## config.mk

```make
export PLATFORM = sky130hd
export DESIGN_NAME = dvi_timing_ctrl
export DESIGN_NICKNAME = d
export VERILOG_FILES = /design/src/rtl/dvi_pkg.sv /design/src/rtl/video_axis_cnt.sv /design/src/rtl/dvi_timing_ctrl.sv
export SDC_FILE = /design/constraint.sdc
export NUM_CORES = 1
export LEC_CHECK = 0
export ABC_AREA = 1
export BUFFER_PORTS_ARGS = -buffer_cell sky130_fd_sc_hd__buf_4
export CORE_AREA = 5 5 77 79
export CTS_CLUSTER_DIAMETER = 120
export DETAILED_ROUTE_END_ITERATION = 6
export DIE_AREA = 0 0 82 84
export GPL_TIMING_DRIVEN = 0
export HOLD_SLACK_MARGIN = 0.02
export PLACE_DENSITY = 0.72
export SYNTH_ARGS = -nofsm -noshare
export SYNTH_HDL_FRONTEND = slang
export SYNTH_HIERARCHICAL = 1
export SYNTH_SLANG_ARGS = --single-unit
```

## constraint.sdc

```tcl
create_clock -name clk -period 2 [get_ports clk]
set_input_delay 0.2 -clock clk [delete_from_list [all_inputs] [get_ports clk]]
set_output_delay 0.2 -clock clk [all_outputs]
set_load 0.005 [all_outputs]
```

## src/rtl/dvi_pkg.sv

```systemverilog
// Shared definitions for the DVI timing block: default 640x480@60 timing,
// sync polarities, FSM state encoding and pixel/counter widths.
package dvi_pkg;

   localparam int PIX_W = 24;
   localparam int CNT_W = 12;

   localparam int H_ACTIVE_DEF = 640;
   localparam int H_FP_DEF     = 16;
   localparam int H_SYNC_DEF   = 96;
   localparam int H_BP_DEF     = 48;

   localparam int V_ACTIVE_DEF = 480;
   localparam int V_FP_DEF     = 10;
   localparam int V_SYNC_DEF   = 2;
   localparam int V_BP_DEF     = 33;

   localparam logic HS_POL_DEF = 1'b0;
   localparam logic VS_POL_DEF = 1'b0;

   typedef enum logic [1:0] {
      ST_IDLE  = 2'd0,
      ST_RUN   = 2'd1,
      ST_DRAIN = 2'd2
   } dvi_state_t;

   function automatic int axis_total(input int active, input int fp, input int sync, input int bp);
      return active + fp + sync + bp;
   endfunction

endpackage

```

## src/rtl/video_axis_cnt.sv

```systemverilog
// Wrap counter for one video axis (pixels or lines) with decode of the
// active and sync phases; phase order is active, front porch, sync, back porch.
module video_axis_cnt
   import dvi_pkg::*;
#(
   parameter int ACTIVE = H_ACTIVE_DEF,
   parameter int FP     = H_FP_DEF,
   parameter int SYNC   = H_SYNC_DEF,
   parameter int BP     = H_BP_DEF,
   parameter int W      = CNT_W
) (
   input  logic         clk,
   input  logic         rstn,
   input  logic         clear,
   input  logic         inc,
   output logic [W-1:0] cnt,
   output logic         last,
   output logic         in_active,
   output logic         in_sync
);

   localparam int TOTAL = axis_total(ACTIVE, FP, SYNC, BP);

   localparam logic [W-1:0] LAST_V    = W'(TOTAL - 1);
   localparam logic [W-1:0] ACTIVE_V  = W'(ACTIVE);
   localparam logic [W-1:0] SYNC_LO_V = W'(ACTIVE + FP);
   localparam logic [W-1:0] SYNC_HI_V = W'(ACTIVE + FP + SYNC);

   always_ff @(posedge clk) begin
      if (!rstn || clear) begin
         cnt <= '0;
      end else if (inc) begin
         cnt <= last ? '0 : cnt + W'(1);
      end
   end

   assign last      = (cnt == LAST_V);
   assign in_active = (cnt < ACTIVE_V);
   assign in_sync   = (cnt >= SYNC_LO_V) && (cnt < SYNC_HI_V);

endmodule

```

## src/rtl/dvi_timing_ctrl.sv

```systemverilog
// DVI/TMDS video timing controller: requests pixels one clock ahead of de and
// emits registered de/hsync/vsync with frame-granular start/stop.
module dvi_timing_ctrl
   import dvi_pkg::*;
#(
   parameter int   H_ACTIVE = H_ACTIVE_DEF,
   parameter int   H_FP     = H_FP_DEF,
   parameter int   H_SYNC   = H_SYNC_DEF,
   parameter int   H_BP     = H_BP_DEF,
   parameter int   V_ACTIVE = V_ACTIVE_DEF,
   parameter int   V_FP     = V_FP_DEF,
   parameter int   V_SYNC   = V_SYNC_DEF,
   parameter int   V_BP     = V_BP_DEF,
   parameter logic HS_POL   = HS_POL_DEF,
   parameter logic VS_POL   = VS_POL_DEF
) (
   input  logic             clk,
   input  logic             rstn,
   input  logic             en,
   output logic             pix_req,
   output logic [CNT_W-1:0] pix_x,
   output logic [CNT_W-1:0] pix_y,
   input  logic [PIX_W-1:0] pix_data,
   input  logic             pix_valid,
   output logic             de,
   output logic             hsync,
   output logic             vsync,
   output logic [PIX_W-1:0] rgb_out,
   output logic             frame_start,
   output logic             underflow,
   input  logic             clr_underflow
);

   dvi_state_t state;
   dvi_state_t state_nxt;

   logic             running;
   logic             frame_end;
   logic             frame_origin;
   logic             pix_missing;
   logic [CNT_W-1:0] h_cnt;
   logic [CNT_W-1:0] v_cnt;
   logic             h_last;
   logic             v_last;
   logic             h_active;
   logic             v_active;
   logic             h_sync;
   logic             v_sync;

   assign running = (state != ST_IDLE);

   video_axis_cnt #(
      .ACTIVE (H_ACTIVE),
      .FP     (H_FP),
      .SYNC   (H_SYNC),
      .BP     (H_BP),
      .W      (CNT_W)
   ) u_h_cnt (
      .clk       (clk),
      .rstn      (rstn),
      .clear     (~running),
      .inc       (running),
      .cnt       (h_cnt),
      .last      (h_last),
      .in_active (h_active),
      .in_sync   (h_sync)
   );

   video_axis_cnt #(
      .ACTIVE (V_ACTIVE),
      .FP     (V_FP),
      .SYNC   (V_SYNC),
      .BP     (V_BP),
      .W      (CNT_W)
   ) u_v_cnt (
      .clk       (clk),
      .rstn      (rstn),
      .clear     (~running),
      .inc       (running & h_last),
      .cnt       (v_cnt),
      .last      (v_last),
      .in_active (v_active),
      .in_sync   (v_sync)
   );

   assign frame_end    = h_last & v_last;
   assign frame_origin = (h_cnt == '0) && (v_cnt == '0);

   always_ff @(posedge clk) begin
      if (!rstn) begin
         state <= ST_IDLE;
      end else begin
         state <= state_nxt;
      end
   end

   // A stop request only takes effect once the frame in flight has finished.
   always_comb begin
      state_nxt = state;
      case (state)
         ST_IDLE:  if (en) state_nxt = ST_RUN;
         ST_RUN:   if (!en) state_nxt = ST_DRAIN;
         ST_DRAIN: begin
            if (en) begin
               state_nxt = ST_RUN;
            end else if (frame_end) begin
               state_nxt = ST_IDLE;
            end
         end
         default:  state_nxt = ST_IDLE;
      endcase
   end

   assign pix_req = running & h_active & v_active;
   assign pix_x   = pix_req ? h_cnt : '0;
   assign pix_y   = pix_req ? v_cnt : '0;

   always_ff @(posedge clk) begin
      if (!rstn) begin
         de          <= 1'b0;
         hsync       <= ~HS_POL;
         vsync       <= ~VS_POL;
         frame_start <= 1'b0;
      end else begin
         de          <= pix_req;
         hsync       <= (running && h_sync) ? HS_POL : ~HS_POL;
         vsync       <= (running && v_sync) ? VS_POL : ~VS_POL;
         frame_start <= running && frame_origin;
      end
   end

   // Returned pixel data lands in the same cycle as the registered de, so the
   // output mux gates it directly rather than adding another pipeline stage.
   assign pix_missing = de & ~pix_valid;
   assign rgb_out     = (de && pix_valid) ? pix_data : '0;

   always_ff @(posedge clk) begin
      if (!rstn) begin
         underflow <= 1'b0;
      end else begin
         underflow <= pix_missing | (underflow & ~clr_underflow);
      end
   end

endmodule

```

# Word level (Yosys, flattened, before mapping)
# Index checks and enable logic that the tools add are counted.
dict set report op_classes {
  mux 12
  n_reduce_logical 14
  n_bitwise 10
  eq_ne 7
  addsub 2
  n_lt_le_gt_ge 6
}
# cell count
set op_table {}
lappend op_table {{$mux W12} 4}
lappend op_table {{$add A12 B1 Y12 const B} 2}
lappend op_table {{$eq A12 B10 Y1 const B} 2}
lappend op_table {{$logic_not A12 Y1} 2}
lappend op_table {{$lt A12 B10 Y1 const B} 2}
lappend op_table {{$lt A12 B9 Y1 const B} 2}
lappend op_table {{$mux W24} 1}
lappend op_table {{$ge A12 B10 Y1 const B} 1}
lappend op_table {{$ge A12 B9 Y1 const B} 1}
lappend op_table {{$mux W2} 4}
lappend op_table {{$logic_and A1 B1 Y1} 7}
lappend op_table {{$and A1 B1 Y1} 6}
lappend op_table {{$pmux W2 S3} 1}
lappend op_table {{$ne A2 B2 Y1 const B} 2}
lappend op_table {{$ne A3 B3 Y1 const B} 1}
lappend op_table {{$not A1 Y1} 3}
lappend op_table {{$reduce_and A3 Y1} 1}
lappend op_table {{$eq A2 B1 Y1 const B} 1}
lappend op_table {{$eq A2 B2 Y1 const B} 1}
lappend op_table {{$logic_not A2 Y1} 1}
lappend op_table {{$mux W1} 2}
lappend op_table {{$reduce_bool A2 Y1} 1}
lappend op_table {{$logic_not A1 Y1} 1}
lappend op_table {{$logic_or A1 B1 Y1} 1}
lappend op_table {{$or A1 B1 Y1} 1}
dict set report totals {
  register_bits 31
  in_bits 29
  word_cells 59
  out_inout_bits 54
}

# Depth between registers and ports, before layout
# Gate-level depths: netlist (run 1).
dict set report logic_depth {
  word_depth 5
  depth_mapped 12
  mapped_depth_nobuf 11
}

# Hierarchy
# Netlist (run 1), hierarchy kept.
# mod seq_area_each_um2 n_inst area_each_um2 cells_each
set by_module_without_submodules {}
lappend by_module_without_submodules {dvi_timing_ctrl 140.1 1 797.0 157}
lappend by_module_without_submodules {{video_axis_cnt at u_v_cnt} 240.2 1 759.5 105}
lappend by_module_without_submodules {{video_axis_cnt at u_h_cnt} 240.2 1 695.7 107}

# Worst setup path after synthesis (run 1)
# No wires, ideal clock.
dict set report synth_path {
  kind {reg2reg}
  startpoint {register u_h_cnt.cnt[0]}
  endpoint {register u_v_cnt.cnt[10]}
  t_arrival_ns 1.753
  path_buffers 1
  t_required_ns 1.885
  path_slack_ns 0.132
  period_less_slack_ns 1.868
  stages_incl_launch_ff 12
  setup_time_ns 0.115
  path_cell_list {dfxtp_1 -> ha_1 -> nand3_1 -> nor4_1 -> inv_1 -> nor2_1 -> buf_4 -> nand2_1 -> nor3_4 -> nand3_1 -> nand2_1 -> nor2_2}
}
dict set report synth_between {
  elab_chain_cells 2
}
# element line_no
set synth_rtl {}
lappend synth_rtl {{start, declared} video_axis_cnt.sv:16} ;# output logic [W-1:0] cnt,
lappend synth_rtl {{start signal, assigned} video_axis_cnt.sv:33} ;# cnt <= last ? '0 : cnt + W'(1);
lappend synth_rtl {{$eq A12 B10 Y1} video_axis_cnt.sv:37} ;# assign last = (cnt == LAST_V);
lappend synth_rtl {{net h_last} dvi_timing_ctrl.sv:43} ;# logic h_last;
lappend synth_rtl {{$and A1 B1 Y1} dvi_timing_ctrl.sv:79} ;# .inc (running & h_last),
lappend synth_rtl {{end signal, assigned} video_axis_cnt.sv:33}
lappend synth_rtl {{end, declared} video_axis_cnt.sv:16}
# The timed path passes the listed nets, and every way through them passes these cells.
# A chain may end at the register's enable or synchronous reset.

# Worst setup path after layout (run 1)
dict set report layout_path {
  startpoint {register u_h_cnt.cnt[9]}
  endpoint {output port pix_y[1]}
}
dict set report layout_between {
  elab_chain_cells 4
}
# element line_no
set layout_rtl {}
lappend layout_rtl {{$lt A12 B10 Y1} video_axis_cnt.sv:38} ;# assign in_active = (cnt < ACTIVE_V);
lappend layout_rtl {{net h_active} dvi_timing_ctrl.sv:45} ;# logic h_active;
lappend layout_rtl {{$and A1 B1 Y1 (2 in a row)} dvi_timing_ctrl.sv:114} ;# assign pix_req = running & h_active & v_active;
lappend layout_rtl {{$mux W12} dvi_timing_ctrl.sv:116} ;# assign pix_y = pix_req ? v_cnt : '0;
lappend layout_rtl {{end, declared} dvi_timing_ctrl.sv:22} ;# output logic [CNT_W-1:0] pix_y,
# The timed path passes the listed nets, and every way through them passes these cells.

==> results.yml, run 1 <==
status:
  status: "finished clean"
cells_and_area:
  drive_gt1_share_pct: 35.7
  area_delta_synth_final_pct: 42.1
  diodes: 0
  final_cells: 537
  final_util_pct: 60.7
  num-nets-final: 497
  fill_cells: 518
logic_synthesis:
  yosysTopAreaCell: "dfxtp_1"
  syn_avg_cell_area_sq_um: 6.10
  synth-simple-area-share_pct: 46.8
  yosys-top-cells-count: "inv_1, nor2_1, nand2_1, dfxtp_1, nor2_2"
  ys_async_sr_fraction_pct: 0
  synth_top_family_by_area: "simple AND/OR/NAND/NOR gates"
  synthFlopType: "dfxtp_1"
  syn_inst: 369
  synthMuxAreaShare_pct: 0
  synth_top_area_share_pct: 27.6
  synthXorXnorAreaFrac_pct: 3.11
  synth.net_count: 402
  syn-cell-area_sq_um: 2250
  ys_warn_count: 6
  synth-seq-cells: 31
  synth.most_common_cell: "inv_1"
  synth.area.top_cells: "dfxtp_1, inv_1, nor2_1"
  synth_cell_types: 30
  yosysSeqAreaShare_pct: 27.6
  synth_compound_area_share_pct: 3.28
  synth_edf_count: 0
  synth_fa_ha_area_share_pct: 2.22
global_route:
  grt_pass1_wl_um: 10200
  globalRouteOverflowTotal: 0
  grt_pass1_vias: 2347
  track_usage_pct: 18.3
  grt_max_degree: 11
  grt_antenna_before_repair: 0
hold_path:
  hp-start: "en"
  hold_depth: 3
  min_path_type: "input port to register"
critical_path:
  setup.worst_path.start_class: "register"
  critical_path_required_ps: 1800
  r2r-start: "u_h_cnt/cnt[2]"
  crit_fanout: 10
  rr_worst_depth: 10
  worstSetupPathType: "register to primary output"
  cp-end-kind: "primary output"
  crit_path_start: "u_h_cnt/cnt[9]"
  cp.arrival_ps: 1710
  r2r_slack_ps: 160
  crit_end: "pix_y[1]"
  r2r-end: "u_v_cnt/cnt[6]"
pwr:
  peakVddDrop_mv: 0.324
  pwr_density_cell_nw_per_um2: 450
  leakage_nw: 1.48
floorplanning:
  die_y_um: 84
  io_pins: 83
  dieWidth_um: 82
  initial_core_util_pct: 42.7
  die-area_sq_um: 6890
  core_area_sq_um: 5270
  rows: 27
sta:
  fmax_ghz: 0.524
  hold_viol: 0
  fin_crit_sh_pct: 95.4
  worst_pin_slew_ps: 377
  slew_headroom_pct: 74.6
  holdWs_ps: 153
  setup_viol: 0
  fin_skew_ps: 6.89
  drv_slew: 0
  period_needed_ps: 1910
detailed_routing:
  vias_per_cell: 4.66
  drc_errors: 0
  drt_iter0_markers: 200
  dr.pass1.iters: 4
  wl_per_cell_um: 11.5
  routed-via-count: 2500
  ant_nets: 0
  routed_wl_um: 6200
cts:
  cts_root_buf: "clkbuf_8"
  htreeDepth: 2
  path_clk_slew_ps: 70
  cts.path.max_buffers: 2
  tritoncts: "done"
  cts_hold_buf: 0
  cts.sinks: 31
  insertion_delay_ps: 280
  cts_buffers: 5
place:
  place_congestion: 0.891
  dp_cells: 523
  io_buffers: 82
  dp_hpwl_um: 4730
flow_run:
  drv_cap: 0
==> power by group <==
| group | total, mW | internal (mW) | switching (mW) |
|---|---|---|---|
| Sequential | 0.628 | 0.622 | 0.00530 |
| Combinational | 0.169 | 0.0820 | 0.0868 |
| Clock | 0.643 | 0.403 | 0.240 |
==> kinds of logic after synthesis <==
logic type	count (synthesis)
AOI/OAI and AO/OA	14
adders and majority gates	4
and+or+nand+nor	216
xor gates and xnor gates	8
DFF	31
buffers and inverters	96
==> final cells by class <==
class | count | area (sq um) | area share (%)
sequential | 31 | 631 | 19.7
clock inverter | 2 | 35.0 | 1.09
buffer | 6 | 47.5 | 1.49
tap | 72 | 90.1 | 2.81
inverter | 90 | 338 | 10.6
clock buffer | 6 | 82.6 | 2.58
multi-input combinational | 242 | 1320 | 41.1
timing repair buffer | 88 | 661 | 20.6
==> per-stage QoR <==
stage	TNS [ps]	cell area [sq um]	power, mW	setup WS, ps
after floorplan	0	2250	0.720	132
after global placement	-921	2960	0.804	-193
after detailed placement	-1420	2960	0.807	-243
after CTS	0	3130	1.45	9.02
after global routing	-46.3	3200	1.50	-18.5
final	0	3200	1.44	91.5
==> what timing repair did <==
| item | CTS | global route |
|---|---|---|
| setup buffers | 2 | 4 |
| pin swaps | 1 | 4 |
| resized for setup | 9 | 13 |
| endpoints found under the setup margin | 32 | 30 |
==> cells in the final DEF, fill, tap and decap left out, drive strengths merged <==
master / instances
nand3: 22
ha: 4
a21oi: 5
xor2: 6
o21bai: 1
o22ai: 1
dfxtp: 31
nand3b: 2
nor4: 4
clkbuf: 6
inv: 90
bufinv: 1
xnor2: 2
buf: 94
o21ai: 7
clkinv: 1
nand4: 6
nor2: 110
nand2: 63
nor3: 9
==> worst max-delay path: stages, from the launching register on <==
cell	delay, ps
dfxtp_1	370
nand2_2	150
inv_2	70
nor4_4	250
nand3_4	180
buf_6	200
nor2_2	100
buf_4	120
==> registers in the layout, indices dropped and copies added (netlist names) <==
| name | cells |
|---|---|
| vsync | 1 |
| frame_start | 1 |
| de | 1 |
| u_h_cnt/cnt | 12 |
| state | 2 |
| hsync | 1 |
| u_v_cnt/cnt | 12 |
| underflow | 1 |
==> worst min-delay path by stage <==
stage / end
after global routing: underflow
after global placement: state[0]
after CTS: state[0]
after detailed placement: state[0]
final: state[0]
after floorplan: state[0]
==> per-layer routing <==
layer / routed length, um / vias to the layer above / global-route usage (%)
met1: 2600 / 1101 / 22.3
met4: 108 / 0 / 6.65
met3: 620 / 12 / 4.54
met5: 0 / - / 0
met2: 2870 / 107 / 30.3
li1: - / 1280 / -
Power figures use the tool's default switching activity.
==> run 2, diff against run 1 <==
Settings changed: ABC_AREA 1 to unset, CORE_AREA 5 5 77 79 to 5 5 73 75, DIE_AREA 0 0 82 84 to 0 0 78 80.
==> results.yml, run 2 <==
cts:
  cts_hold_buf: 0
  tritoncts: "done"
  insertion_delay_ps: 290
  cts_buffers: 5
  cts.sinks: 31
  htreeDepth: 2
  path_clk_slew_ps: 60
  cts.path.max_buffers: 2
  cts_root_buf: "clkbuf_8"
detailed_routing:
  wl_per_cell_um: 15.2
  dr.pass1.iters: 4
  vias_per_cell: 5.18
  drt_iter0_markers: 111
  routed-via-count: 2034
  drc_errors: 0
  ant_nets: 0
  routed_wl_um: 5990
critical_path:
  cp-end-kind: "register"
  critPathTopFamily: "simple AND/OR/NAND/NOR gates"
  setup.worst_path.start_class: "register"
  critical_path_required_ps: 2180
  path_cells: "or2_4 > nor4_4 > and3_4 > and2b_2 > or4b_4 > o21ai_4 > buf_6 > nor2_1"
  cp_num_buf_inv: 1
  cpPeakStageDelay_ps: 480
  cp.arrival_ps: 2410
  crit_fanout: 5
  worstSetupPathType: "register to register"
  critPathSlowestCell: "or4b_4"
  r2r_slack_ps: -230
cells_and_area:
  drive_gt1_share_pct: 49.3
  final_common_cell: "buf_4"
  num-nets-final: 371
  diodes: 0
  area_delta_synth_final_pct: 55.6
  final_cells: 393
  stdcell_area_sq_um: 2960
  reg_top3: "u_h_cnt/cnt (12), u_v_cnt/cnt (12), state (2)"
  final_util_pct: 64.3
  final_cell_mix: "buf_4, and3_1, nor2_1"
sta:
  fin_setup_tns_ps: -3810
  fin_ws_ps: -232
  hold_viol: 0
  worst_pin_slew_ps: 357
  fin_skew_ps: 2.01
  period_needed_ps: 2230
  setup_viol: 35
  drv_slew: 0
  slew_headroom_pct: 76.0
  fmax_ghz: 0.448
  holdWs_ps: 86.1
  fin_crit_sh_pct: 112
  rsz0062_at_grt: "true"
logic_synthesis:
  syn_avg_cell_area_sq_um: 8.15
  ys_warn_count: 6
  synth-seq-cells: 31
  yosysSeqAreaShare_pct: 32.7
  synth.most_common_cell: "dfxtp_1"
  synthFlopType: "dfxtp_1"
  synth.net_count: 266
  syn-cell-area_sq_um: 1900
  syn_inst: 233
  yosysTopAreaCell: "dfxtp_1"
  yosys-top-cells-count: "dfxtp_1, nor2_1, and3_1, xnor2_1, and2_2"
  synth_top_area_share_pct: 32.7
  synth.area.top_cells: "dfxtp_1, and3_1, xnor2_1"
  synth_cell_types: 39
  ys_async_sr_fraction_pct: 0
  synth_edf_count: 0
global_route:
  globalRouteOverflowTotal: 0
  grt_pass1_vias: 1811
  grt_antenna_before_repair: 0
  track_usage_pct: 17.7
  grt_pass1_wl_um: 8770
  grt_max_degree: 11
pwr:
  pwr_density_cell_nw_per_um2: 427
  peakVddDrop_mv: 0.351
  leakage_nw: 1.34
floorplanning:
  die-area_sq_um: 6240
  die_y_um: 80
  initial_core_util_pct: 41.3
  rows: 25
  core_area_sq_um: 4600
  io_pins: 83
  dieWidth_um: 78
status:
  violations: "negative setup slack"
  status: "complete, but fails checks"
place:
  dp_cells: 369
  dp_hpwl_um: 4000
  place_congestion: 0.812
  dpl-instance-area_sq_um: 2590
  io_buffers: 82
flow_run:
  drv_cap: 0
hold_path:
  min_path_type: "input port to register"
-- run 2: changes by cell type after synthesis, sizes merged, moves of 4 or more --
cell	change
xnor2	+13
inv	-81
nand3	-14
and2	+27
nand2	-51
o21ai	-5
and3	+30
nor4	+9
clkbuf	+4
nor2	-79
-- run 2: power breakdown --
group	total [mW]	switching, mW	internal (mW)
Combinational	0.165	0.0712	0.0941
Clock	0.472	0.229	0.244
Sequential	0.624	0.00690	0.618
Total	1.26	0.307	0.955
-- run 2: worst paths after layout --
check             cells after the start        endpoint       startpoint
hold / removal                        2        state[1]               en
hold reg to reg                       1        state[0]         state[1]
setup / recovery                      8  u_v_cnt/cnt[7]  u_h_cnt/cnt[10]
setup reg to reg                      8  u_v_cnt/cnt[7]  u_h_cnt/cnt[10]
-- run 2: metrics by stage --
stage	power, mW	setup slack, ps
4_1_cts	1.27	-379
6_report	1.26	-232
3_3_place_gp	0.786	-369
3_5_place_dp	0.789	-371
5_1_grt	1.32	-285
2_1_floorplan	0.705	-196
-- run 2: layer usage --
| metal | vias to the layer above | global-route usage [%] | share of wire [%] |
|---|---|---|---|
| li1 | 1011 | - | - |
| met1 | 921 | 21.0 | 41 |
| met2 | 93 | 28.7 | 47 |
| met3 | 9 | 6.66 | 10 |
| met4 | 0 | 7.09 | 2.2 |
| met5 | - | 0 | 0 |
-- run 2: worst register-to-register path, delay by kind of cell, from the launching register on --
family | cells | cell delay [ps]
AO/OA/AOI/OAI | 1 | 190
buffers and inverters | 1 | 150
flip-flops | 1 | 340
AND/OR/NAND/NOR | 6 | 1450
-- run 2: layout make-up --
class / instances / area, sq um
multi-input combinational: 183 / 1260
sequential: 31 / 644
buffer: 10 / 72.6
tap: 54 / 67.6
fill: 399 / 1640
timing repair buffer: 98 / 792
clock buffer: 7 / 76.3
inverter: 9 / 33.8
clock inverter: 1 / 5.00
-- run 2: cells by family after synthesis --
group | synth area share (%)
AOI/OAI and AO/OA | 2.57
buffers and inverters | 5.60
DFF | 32.7
and+or+nand+nor | 44.8
adders and majority gates | 2.64
xor gates and xnor gates | 10.1
muxes | 1.58
-- run 2: repair_timing --
action,4_1_cts,5_1_grt
setup buffers,6,7
cloned,1,2
setup endpoints to repair,12,37
resized for setup,8,51
pin swaps,12,11
